### config.mk
export PLATFORM = sky130hd
export DESIGN_NAME = mult_arbiter
export DESIGN_NICKNAME = d
export VERILOG_FILES = /design/src/rtl/mult_arbiter.sv
export SDC_FILE = /design/constraint.sdc
export NUM_CORES = 1
export LEC_CHECK = 0
export CAP_MARGIN = 20
export CORE_AREA = 2 2 131 133
export DETAILED_ROUTE_END_ITERATION = 7
export DIE_AREA = 0 0 133 135
export PLACE_DENSITY_LB_ADDON = 0.05
export SETUP_SLACK_MARGIN = 0.15
export SLEW_MARGIN = 20
export SYNTH_ARGS = -nofsm -noshare
export SYNTH_HDL_FRONTEND = slang
export SYNTH_SLANG_ARGS = --single-unit
### constraint.sdc
create_clock -name clk -period 2.9 [get_ports clk]
set_input_delay 0.29 -clock clk [delete_from_list [all_inputs] [get_ports clk]]
set_output_delay 0.29 -clock clk [all_outputs]
set_load 0.03 [all_outputs]
### src/rtl/mult_arbiter.sv
// Purpose: two-requester round-robin front end for one shared signed multiplier core.
// Latency: grant -> ISSUE -> core latency -> RESP; rsp_valid rises one cycle after mul_done.
// Backpressure: one operation in flight; RESP holds until the owner's rsp_ready, no new grant before then.
module mult_arbiter #(
  parameter int WIDTH   = 32,
  parameter int TIMEOUT = 64
) (
  input  logic                        clk,
  input  logic                        rst,
  input  logic                        req0_valid,
  output logic                        req0_ready,
  input  logic signed [WIDTH-1:0]     req0_x,
  input  logic signed [WIDTH-1:0]     req0_y,
  input  logic                        req1_valid,
  output logic                        req1_ready,
  input  logic signed [WIDTH-1:0]     req1_x,
  input  logic signed [WIDTH-1:0]     req1_y,
  output logic                        rsp0_valid,
  input  logic                        rsp0_ready,
  output logic                        rsp1_valid,
  input  logic                        rsp1_ready,
  output logic signed [2*WIDTH-1:0]   rsp_product,
  output logic                        rsp_overflow,
  output logic                        rsp_error,
  output logic                        mul_start,
  output logic signed [WIDTH-1:0]     mul_x,
  output logic signed [WIDTH-1:0]     mul_y,
  input  logic                        mul_done,
  input  logic        [2*WIDTH-1:0]   mul_product,
  input  logic                        mul_overflow
);

  localparam int CW = $clog2(TIMEOUT + 1);

  typedef enum logic [1:0] {IDLE, ISSUE, WAIT, RESP} state_t;

  state_t                    state_q, state_d;
  // owner_q doubles as last_grant: it names the requester of the current/most recent operation
  logic                      owner_q, owner_d;
  logic signed [WIDTH-1:0]   x_q, x_d;
  logic signed [WIDTH-1:0]   y_q, y_d;
  logic        [2*WIDTH-1:0] prod_q, prod_d;
  logic                      ovf_q, ovf_d;
  logic                      err_q, err_d;
  logic        [CW-1:0]      cnt_q, cnt_d;
  logic                      pick;
  logic                      grant0, grant1;

  // Next-state, arbitration and timeout logic
  always_comb begin
    state_d = state_q;
    owner_d = owner_q;
    x_d     = x_q;
    y_d     = y_q;
    prod_d  = prod_q;
    ovf_d   = ovf_q;
    err_d   = err_q;
    cnt_d   = cnt_q;
    pick    = 1'b0;
    grant0  = 1'b0;
    grant1  = 1'b0;
    case (state_q)
      IDLE: begin
        if (req0_valid || req1_valid) begin
          // Contention goes to whoever did not win last; otherwise the lone requester wins
          if (req0_valid && req1_valid) pick = ~owner_q;
          else                          pick = req1_valid;
          grant0  = ~pick;
          grant1  = pick;
          owner_d = pick;
          x_d     = pick ? req1_x : req0_x;
          y_d     = pick ? req1_y : req0_y;
          // Counter starts from zero as ISSUE begins, so in WAIT it equals cycles since start
          cnt_d   = '0;
          state_d = ISSUE;
        end
      end
      ISSUE: begin
        cnt_d   = cnt_q + CW'(1);
        state_d = WAIT;
      end
      WAIT: begin
        // A done on the timeout cycle still wins and delivers the real result
        if (mul_done) begin
          prod_d  = mul_product;
          ovf_d   = mul_overflow;
          err_d   = 1'b0;
          state_d = RESP;
        end else if (cnt_q >= CW'(TIMEOUT - 1)) begin
          prod_d  = '0;
          ovf_d   = 1'b0;
          err_d   = 1'b1;
          state_d = RESP;
        end else begin
          cnt_d = cnt_q + CW'(1);
        end
      end
      RESP: begin
        if (owner_q ? rsp1_ready : rsp0_ready) state_d = IDLE;
      end
      default: state_d = IDLE;
    endcase
  end

  // State and datapath registers, cleared asynchronously; requester 0 wins first after reset
  always_ff @(posedge clk or negedge rst) begin
    if (!rst) begin
      state_q <= IDLE;
      owner_q <= 1'b1;
      x_q     <= '0;
      y_q     <= '0;
      prod_q  <= '0;
      ovf_q   <= 1'b0;
      err_q   <= 1'b0;
      cnt_q   <= '0;
    end else begin
      state_q <= state_d;
      owner_q <= owner_d;
      x_q     <= x_d;
      y_q     <= y_d;
      prod_q  <= prod_d;
      ovf_q   <= ovf_d;
      err_q   <= err_d;
      cnt_q   <= cnt_d;
    end
  end

  // Grant handshake is combinational in IDLE; gated so reset forces it low immediately
  assign req0_ready   = grant0 & rst;
  assign req1_ready   = grant1 & rst;
  assign mul_start    = (state_q == ISSUE);
  assign mul_x        = x_q;
  assign mul_y        = y_q;
  assign rsp0_valid   = (state_q == RESP) && !owner_q;
  assign rsp1_valid   = (state_q == RESP) &&  owner_q;
  assign rsp_product  = prod_q;
  assign rsp_overflow = ovf_q;
  assign rsp_error    = err_q;

endmodule

# After elaboration in Yosys (flattened, before gate mapping)
# Cells that the tools add are included.
# totals
regBits,140
inputBits,200
output_inout_bits,135
word_cells,59
# op_classes
n_addsub,1
n_lt_le_gt_ge,1
n_eq_ne,8
n_mux,25
bitwise_logic,4
reduce_logical,12
# ops
op,count
$mux 64,2
$mux 32,2
$mux 7,3
$pmux 7 s3,1
$mux 1,12
$mux 2,4
$ne 2x2->1 const B,4
$pmux 2 s4,1
$add 7x1->7 const B,1
$ge 7x6->1 const B,1
$eq 2x2->1 const B,2
$reduce_and 2->1,2
$reduce_and 4->1,1
$logic_and 1x1->1,3
$ne 3x3->1 const B,1
$reduce_and 3->1,1
$reduce_bool 3->1,1
$and 1x1->1,2
$eq 2x1->1 const B,1
$logic_not 2->1,1
$not 1->1,2
$reduce_bool 2->1,1
$logic_not 1->1,1
$logic_or 1x1->1,1

# Depth between registers and ports, before layout
# Gate-level depths: netlist of run 1.
# depth
depth_word,8
depth_mapped,7
mapped_depth_nobuf,6

# Least setup slack after synthesis of run 1
# OpenSTA, ideal clock, no wires.
# synth_path
path_kind,register to register
startpoint,register state_q[0]
endpoint,register cnt_q[0]
setup_ns,0.125
arrival_time_ns,1.887
required_ns,2.775
setup_slack_ns,0.888
path_stages_with_launch,8
n_path_buf,1
synth_period_minus_slack_ns,2.012
path_cell_list,dfrtp_1 > inv_1 > ha_1 > nor3b_1 > or2_0 > clkbuf_1 > a21oi_1 > mux2_2
# synth_between
elab_chain_len,3
elab_cells_between_ends,9
classes_between,eq/ne (5); mux (1); reduce/logical (3)
# synth_lines
element,line_no,rtl
start: declaration,37,"state_t state_q, state_d;"
start signal: assignment,117,state_q <= state_d;
$eq 2x2->1 (tied with other cells),62,case (state_q)
$ne 2x2->1 (no source line) / $reduce_bool 3->1 (equally long branches),-,
$reduce_and 4->1 (no source line),-,
end signal: assignment,124,cnt_q <= cnt_d;
end: declaration,45,"logic [CW-1:0] cnt_q, cnt_d;"
# Several ways; a longest one is shown, not always the timed one.
# A chain may end at the register's enable or synchronous reset.

# Worst setup path after layout of run 1
# layout_path
startpoint,input port rst
endpoint,output port req1_ready
# layout_between
elab_chain_len,1
# layout_lines
element,line_no,rtl
start: declaration,9,"input logic rst,"
$and 1x1->1,130,assign req1_ready = grant1 & rst;
end: declaration,15,"output logic req1_ready,"
# No other way between the ends.

==> flow_metrics.env, run 1 <==
export IMPL_cts_made_buffers=17
export IMPL_core_area_mm2=0.0164
export IMPL_syn_nets=684
export IMPL_overflow=0
export IMPL_maxCapViolCount=0
export IMPL_min_period_ns=2.44
export IMPL_slowest_stage="clkdlybuf4s50_1"
export IMPL_maxSlewViolCount=0
export IMPL_power_uw=11600
export IMPL_critPathBufInv=3
export IMPL_synth_cell_types=37
export IMPL_clock_sinks=140
export IMPL_ir_drop_mv=0.536
export IMPL_synthTopCellsByCount="139 x dfrtp_1, 66 x a22o_1, 41 x nand2_1"
export IMPL_die_w_um=133
export IMPL_num_nets_final=1010
export IMPL_root_buffer="clkbuf_16"
export IMPL_worst_path_max_fanout=49
export IMPL_postSynth_asyncResetShare_pct=100
export IMPL_netlist_area_leader_share_pct=59.8
export IMPL_synthesis_area_mm2=0.00581
export IMPL_fillerInstances=1322
export IMPL_required_ns=2.61
export IMPL_violations="design-rule violations"
export IMPL_htreeDepth=4
export IMPL_ys_seq_area_share_pct=60.3
export IMPL_die_height_um=135
export IMPL_vias_per_cell=5.03
export IMPL_synthCells=477
export IMPL_synth_most_common_cell="dfrtp_1"
export IMPL_r2r_slack_ns=0.57
export IMPL_ant_nets=0
export IMPL_crit_start="rst"
export IMPL_post_cts_buffers=0
export IMPL_gp_congestion=0.829
export IMPL_synth_edf_count=0
export IMPL_cts_buffer_depth=2
export IMPL_wire_per_inst_um=18.9
export IMPL_critPathMaxStageDelay_ns=0.67
export IMPL_crit_family="buffers and inverters"
export IMPL_drc_errors=5
export IMPL_drt_iter0_drc=377
export IMPL_grt_pass1_vias=5436
export IMPL_endpoint_kind="primary output"
export IMPL_clk_latency_ns=0.42
export IMPL_ys_warn_count=0
export IMPL_cp_arrival_ns=2.15
export IMPL_dr_pass1_iters=8
export IMPL_routed_wl_mm=19.6
export IMPL_antenna_found_initial=2
export IMPL_dp_hpwl_mm=14.3
export IMPL_tns_ns=0
export IMPL_grt_pass1_wl_mm=30.1
export IMPL_worstMarginPinSlew_ns=0.886
export IMPL_worst_slack_ns=0.461
export IMPL_grt_max_degree=98
export IMPL_syn_to_final_growth_pct=71.7
export IMPL_slew_headroom_pct=40.9
export IMPL_avgSynthCellArea_um2=12.2
export IMPL_startpoint_type="input port"
export IMPL_ys_seq_elements=140
export IMPL_io_buffers=334
export IMPL_max_freq_mhz=410
export IMPL_rsz0062_at_grt="no"
export IMPL_pwr_density_cell_mw_per_mm2=1160
export IMPL_fin_crit_sh_pct=84.1
export IMPL_r2r_cells=6
export IMPL_post_place_ws_ns=0.460
export IMPL_grt_usage_pct=21.7
export IMPL_initial_core_util_pct=35.4
export IMPL_dieArea_mm2=0.0180
export IMPL_tritoncts="done"
export IMPL_path_clk_slew_ns=0.06
export IMPL_hold_viol_final=0
export IMPL_synth_top_flop_cell="dfrtp_1"
export IMPL_status="complete, but fails checks"
export IMPL_setup_viol=0
export IMPL_layout_drive_gt1_share_pct=6.13
export IMPL_synth_area_leaders="dfrtp_1 60%, a22o_1 9.9%, mux2i_1 6.0%"
export IMPL_cp_num_cells=4
export IMPL_critPathKind="in2out"
export IMPL_synth_largest_area_cell="dfrtp_1"
export IMPL_r2r_start="cnt_q[0]"
export IMPL_ios=335
export IMPL_hold_class="in2async"
export IMPL_vias=5212
export IMPL_reg2reg_to="rsp_overflow"
export IMPL_clock_skew_ns=0.0142
export IMPL_p_leak_uw=0.00443
export IMPL_placementRows=47
export IMPL_crit_chain="dlygate4sd3_1, buf_6, and3_1, clkdlybuf4s50_1"
==> worst max-delay path by stage <==
| stage | end |
|---|---|
| detailed placement | req0_ready |
| CTS | req0_ready |
| finish | req1_ready |
| global route | req1_ready |
| global placement | req0_ready |
| floorplan | cnt_q[0] |
==> routing by layer <==
layer	wire (um)	GRT usage (%)	vias up
met5	16	0	-
li1	-	-	2414
met3	1600	7.17	28
met4	481	8.42	2
met1	7620	24.7	2521
met2	9860	37.8	247
==> repair_timing <==
action                                 CTS  global route
endpoints found under the hold margin   44             0
resized for setup                        0             1
setup endpoints to repair                0             1
hold buffers                             1             0
==> cells by family after synthesis <==
kind of cell	Yosys count	synth area share, %
AOI/OAI and AO/OA	148	20.5
adders and majority gates	7	1.51
buffers and inverters	76	5.70
DFF	140	60.3
muxes	37	6.41
and+or+nand+nor	69	5.60
==> sequential cells by signal, summed over array words and instances, names as in the netlist <==
register	count
rsp_overflow	1
owner_q	1
mul_x	32
cnt_q	7
mul_y	32
state_q	2
rsp_product	64
rsp_error	1
==> cell type report <==
class                           instances  area (um^2)  area share, %
Tap cell                              220          275           2.76
Inverter                               39          146           1.47
Clock buffer                           21          460           4.61
Timing Repair Buffer                  344         3450           34.5
Sequential cell                       140         3500           35.1
Multi-Input combinational cell        261         2010           20.1
Antenna cell                            1         2.50         0.0251
Clock inverter                         10          140           1.40
==> power breakdown <==
part	internal (uW)	switching, uW	leakage (uW)	total (uW)
clock	1390	826	0.000286	2220
sequential	2870	535	0.00175	3410
combinational	2580	3400	0.00240	5980
==> through the flow <==
step / std cells / instance area, um^2 / hold WS (ns) / util [%]
6_report: 1036 / 9990 / 0.383 / 60.9
5_1_grt: 1035 / 9980 / 0.431 / 60.8
4_1_cts: 1035 / 9980 / 0.391 / 60.8
3_5_place_dp: 1003 / 9370 / 0.269 / 57.1
3_3_place_gp: 1003 / 9370 / 0.260 / 57.1
2_1_floorplan: 477 / 5810 / -0.00559 / -
==> cells in the final DEF (no fill, tap or decap), types with 7 or more instances in the layout <==
master	count
ha_1	7
inv_1	38
o21ai_0	36
clkbuf_16	17
buf_4	7
a22o_1	66
nand2_1	40
a222oi_1	31
mux2i_1	35
dfrtp_1	139
clkdlybuf4s50_1	332
Note: power is estimated with default switching activity, not from simulation.
==> run 2, diff against run 1 <==
clock period = 2.28 ns   (was 2.9 ns; I/O delays follow)
==> run 2 against run 1 <==
  * The flow now finishes without violations
  * Sequential power rose by 27%
  * Clock skew decreased by 0.0079 ns
  * Clock-buffer cell count is 2 lower
  * Worst setup slack got worse by 0.25 ns
  * Combinational power grew 30%
  * Via count is 0.27% lower
  * Power rose by 29%
  * Final area is 1.6% higher
  * Sequential cell count stayed put
  * Critical path depth increased by 3
  * Largest cell class is now buffers
==> flow_metrics.env, run 2 (synthesized netlist as in run 1, its figures left out) <==
export IMPL_status="completed"
export IMPL_maxCapViolCount=0
export IMPL_placementRows=47
export IMPL_ios=335
export IMPL_dr_pass1_iters=6
export IMPL_setup_viol=0
export IMPL_required_ns=2.05
export IMPL_pwr_density_cell_mw_per_mm2=1470
export IMPL_io_buffers=334
export IMPL_maxSlewViolCount=0
export IMPL_hold_class="in2async"
export IMPL_hold_viol_final=0
export IMPL_largest_reg_flops=64
export IMPL_wire_per_inst_um=18.5
export IMPL_worst_slack_ns=0.211
export IMPL_worstMarginPinSlew_ns=0.533
export IMPL_layout_commonest_cell="clkdlybuf4s50_1"
export IMPL_cts_made_buffers=17
export IMPL_critPathKind="reg2out"
export IMPL_max_freq_mhz=483
export IMPL_vias_per_cell=4.97
export IMPL_root_buffer="clkbuf_16"
export IMPL_overflow=0
export IMPL_antenna_found_initial=2
export IMPL_dieArea_mm2=0.0180
export IMPL_fillerInstances=1280
export IMPL_clock_skew_ns=0.00631
export IMPL_final_cell_mix="329 x clkdlybuf4s50_1, 139 x dfrtp_1, 66 x a22o_1"
export IMPL_dp_cells=1007
export IMPL_use_met2_pct=36.2
export IMPL_seqCellArea_mm2=0.00350
export IMPL_tns_ns=0
export IMPL_multi_input_area_mm2=0.00202
export IMPL_path_clk_slew_ns=0.06
export IMPL_clk_latency_ns=0.42
export IMPL_syn_to_final_growth_pct=74.5
export IMPL_p_leak_uw=0.00452
export IMPL_ant_nets=0
export IMPL_grtUsageMet1_pct=24.9
export IMPL_grt_max_degree=99
export IMPL_layout_drive_gt1_share_pct=7.89
export IMPL_tritoncts="done"
export IMPL_min_period_ns=2.07
export IMPL_startpoint_type="flop"
export IMPL_die_height_um=135
export IMPL_use_met3_pct=7.58
export IMPL_worst_path_max_fanout=16
export IMPL_routed_wl_mm=19.3
export IMPL_grt_pass1_vias=5515
export IMPL_cp_arrival_ns=1.84
export IMPL_htreeDepth=4
export IMPL_postLayoutCoreUtil_pct=61.8
export IMPL_dp_hpwl_mm=13.9
export IMPL_drt_iter0_drc=363
export IMPL_vias=5198
export IMPL_core_area_mm2=0.0164
export IMPL_num_nets_final=1018
export IMPL_power_uw=14900
export IMPL_grt_pass1_wl_mm=29.9
export IMPL_post_place_ws_ns=0.102
export IMPL_slew_headroom_pct=64.3
export IMPL_fin_crit_sh_pct=90.7
export IMPL_ir_drop_mv=0.800
export IMPL_clock_sinks=140
export IMPL_initial_core_util_pct=35.4
export IMPL_drc_errors=0
export IMPL_rsz0062_at_grt="yes"
export IMPL_endpoint_kind="primary output"
export IMPL_die_w_um=133
export IMPL_finalNonFillerCells=1045
export IMPL_cts_buffer_depth=2
export IMPL_gp_congestion=0.849
export IMPL_grt_usage_pct=21.6
export IMPL_busiest_layer="met2"
-- run 2: cell types whose count changed in the layout (fill, tap and decap cells not counted), sizes merged --
cell / delta
dlymetal6s2s: +1
buf: +9
clkinvlp: +1
clkbuf: -2
clkdlybuf4s50: -3
inv: +2
bufbuf: +1
-- run 2: stage by stage --
step | hold slack [ns] | area (um^2)
2_1_floorplan | -0.0676 | 5810
3_3_place_gp | 0.190 | 9450
3_5_place_dp | 0.194 | 9450
4_1_cts | 0.320 | 10100
5_1_grt | 0.353 | 10100
6_report | 0.297 | 10100
-- run 2: path summary, 6_finish.rpt --
check                                 from              end  slack [ns]  cells after the start
setup / recovery                state_q[1]       req0_ready        0.21                      7
hold / removal                         rst         cnt_q[2]        0.30                      2
setup reg to reg                state_q[1]         cnt_q[2]        0.22                      6
hold reg to reg                   mul_y[9]         mul_y[9]        0.47                      2
max in group asynchronous              rst         mul_x[6]        1.14                      3
min in group clk           mul_product[35]  rsp_product[35]        0.40                      2
-- run 2: layout make-up --
type / instances / area share (%)
antenna: 1 / 0.0247
clock buffer: 19 / 4.37
clock inverter: 13 / 1.63
inverter: 39 / 1.44
multi-input combinational: 261 / 20.0
sequential: 140 / 34.6
tap: 220 / 2.71
timing repair buffer: 352 / 35.3
-- run 2: critical path, cell delays in order (launching register included) --
cell     delay (ns)
dfrtp_1        0.43
inv_2          0.11
ha_4           0.17
o21ai_4        0.08
nor2_4         0.15
buf_12         0.16
and2_1         0.18
buf_12         0.13
-- run 2: layer usage --
metal	routed length (um)	part of all wire, %
met1	7500	39
met3	1810	9.3
met5	13	0.067
met4	614	3.2
met2	9390	49
-- run 2: power breakdown --
group	total [uW]	switching [uW]	internal (uW)
Clock	2830	1080	1760
Sequential	4320	661	3660
Combinational	7770	4340	3430
Total	14900	6080	8840
-- run 2: timing repair --
item | in CTS | in global routing
hold endpoints to repair | 41 | 0
gates resized for setup | 5 | 2
endpoints found under the setup margin | 2 | 4
hold buffers | 1 | 0
gates cloned | 1 | 0
pin swaps | 1 | 0
setup buffers | 1 | 2
==> run 3, diff against run 2 <==
CAP_MARGIN = default   (was 20)
CORE_AREA = default   (was 2 2 131 133)
CORE_MARGIN = 2   (was default)
CORE_UTILIZATION = 30   (was default)
CTS_BUF_LIST = sky130_fd_sc_hd__clkbuf_2   (was default)
DIE_AREA = default   (was 0 0 133 135)
==> run 3 against run 2 <==
  * Final area increased by 2.1%
  * Core utilization decreased by 6.8 points
  * Largest power group unchanged
  * Sequential share of layout area down 0.72 points
  * Critical path depth up 1
  * Cell count up 8.7%
  * Fmax fell by 6.8%
  * Highest routed layer unchanged
  * Power fell by 9.4%
==> flow_metrics.env, run 3 (synthesized netlist as in run 1, its figures left out) <==
export IMPL_p_comb_share_pct=56.7
export IMPL_maxCapViolCount=0
export IMPL_path_clk_slew_ns=0.23
export IMPL_grt_pass1_vias=5594
export IMPL_initial_core_util_pct=30.9
export IMPL_clock_skew_ns=0.0358
export IMPL_seqPwrFrac_pct=31.4
export IMPL_crit_family="flip-flops"
export IMPL_root_buffer="clkbuf_2"
export IMPL_cell_internal_pwr_uw=7390
export IMPL_largest_reg_flops=64
export IMPL_clock_sinks=140
export IMPL_cp_arrival_ns=1.99
export IMPL_status="completed"
export IMPL_htreeDepth=4
export IMPL_critPathMaxStageDelay_ns=0.45
export IMPL_core_area_mm2=0.0188
export IMPL_antenna_found_initial=3
export IMPL_ant_nets=0
export IMPL_postLayoutCoreUtil_pct=55.0
export IMPL_dieArea_mm2=0.0205
export IMPL_startpoint_type="flop"
export IMPL_tritoncts="done"
export IMPL_clk_latency_ns=0.72
export IMPL_cts_buffer_depth=2
export IMPL_hold_class="in2reg"
export IMPL_setup_viol=0
export IMPL_cp_num_cells=8
export IMPL_drt_iter0_drc=349
export IMPL_placementRows=50
export IMPL_slowest_stage="dfrtp_1"
export IMPL_grt_max_degree=98
export IMPL_worst_path_max_fanout=2
export IMPL_hold_viol_final=0
export IMPL_maxSlewViolCount=0
export IMPL_wire_per_inst_um=18.7
export IMPL_die_height_um=143
export IMPL_routed_wl_mm=21.3
export IMPL_worstMarginPinSlew_ns=0.550
export IMPL_finalNonFillerCells=1136
export IMPL_p_leak_uw=0.00523
export IMPL_r2r_cells=6
export IMPL_dp_cells=1047
export IMPL_slew_headroom_pct=63.4
export IMPL_vias_per_cell=4.79
export IMPL_io_buffers=334
export IMPL_ir_drop_mv=0.627
export IMPL_dr_pass1_iters=8
export IMPL_critPathBufInv=4
export IMPL_dp_hpwl_mm=14.7
export IMPL_pwr_density_cell_mw_per_mm2=1310
export IMPL_worst_hold_slack_ns=0.102
export IMPL_hold_depth=2
export IMPL_grt_pass1_wl_mm=31.7
export IMPL_tns_ns=0
export IMPL_path_common_cell="buf_12"
export IMPL_endpoint_kind="primary output"
export IMPL_layout_drive_gt1_share_pct=10.8
export IMPL_gp_congestion=0.777
export IMPL_syn_to_final_growth_pct=78.2
export IMPL_max_freq_mhz=450
export IMPL_final_cell_mix="207 x clkdlybuf4s50_1, 139 x dfrtp_1, 88 x dlygate4sd2_1"
export IMPL_fin_crit_sh_pct=97.4
export IMPL_critPathKind="reg2out"
export IMPL_p_clk_share_pct=12.0
export IMPL_layout_commonest_cell="clkdlybuf4s50_1"
export IMPL_p_sw_uw=6140
export IMPL_required_ns=2.05
export IMPL_overflow=0
export IMPL_grt_usage_pct=20.4
export IMPL_drc_errors=0
export IMPL_die_w_um=143
export IMPL_switching_share_pct=45.4
export IMPL_crit_chain="inv_2, ha_4, buf_6, o21ai_4, nor2_4, buf_12, and2_4, buf_12"
export IMPL_cts_made_buffers=17
export IMPL_num_nets_final=1067
export IMPL_rsz0062_at_grt="yes"
export IMPL_ios=335
export IMPL_vias=5442
export IMPL_min_period_ns=2.22
[run 3: metal layers]
metal / vias to the layer above / wire (um) / track usage (%)
met5: - / 13 / 0
met4: 2 / 329 / 6.60
met3: 27 / 2050 / 7.14
met2: 260 / 10500 / 34.7
met1: 2610 / 8350 / 24.2
li1: 2543 / - / -
[run 3: area by class of cell]
cell class | count | area [um^2]
multi-input combinational | 261 | 2050
fill | 1650 | 8470
clock inverter | 15 | 186
inverter | 39 | 146
antenna | 3 | 7.51
clock buffer | 17 | 85.1
tap | 260 | 325
sequential | 140 | 3500
timing repair buffer | 401 | 4050
[run 3: per-stage QoR]
step                      power [uW]  setup WS, ns  instance area (um^2)
after floorplan                 8680         0.268                  5810
after CTS                      13700       -0.0817                 10200
after detailed placement       12100         0.140                  9500
after global routing           14400        -0.107                 10400
after global placement         12000         0.214                  9500
final                          13500        0.0602                 10400
[run 3: worst reg2reg max path, delay by kind of cell, from the launching register on]
kind | cells | cell delay [ns]
fa+ha+maj | 1 | 0.19
buf+inv | 2 | 0.28
compound gates | 1 | 0.12
flops | 1 | 0.43
simple gates | 2 | 0.93
[run 3: final timing paths]
check | from | slack (ns) | endpoint
max in group asynchronous | rst | 1.15 | mul_y[14]
min | mul_product[63] | 0.10 | rsp_product[63]
max reg2reg | state_q[1] | 0.25 | cnt_q[2]
max | state_q[0] | 0.06 | req0_ready
min in group asynchronous | rst | 0.56 | owner_q
min reg2reg | mul_y[25] | 0.50 | mul_y[25]
[run 3: power groups by stage]
stage | Sequential [uW] | Clock, uW | Combinational (uW)
CTS | 4260 | 1710 | 7690
global route | 4390 | 1790 | 8180
finish | 4240 | 1620 | 7660
floorplan | 6400 | 0 | 2280
detailed placement | 4340 | 0 | 7800
global placement | 4320 | 0 | 7650
[run 3: timing repair]
item,CTS,global route
hold endpoints to repair,169,1
buffers inserted,14,5
hold buffers,32,1
pin swaps,3,2
gates resized for setup,118,41
setup endpoints to repair,94,107
cloned,2,0
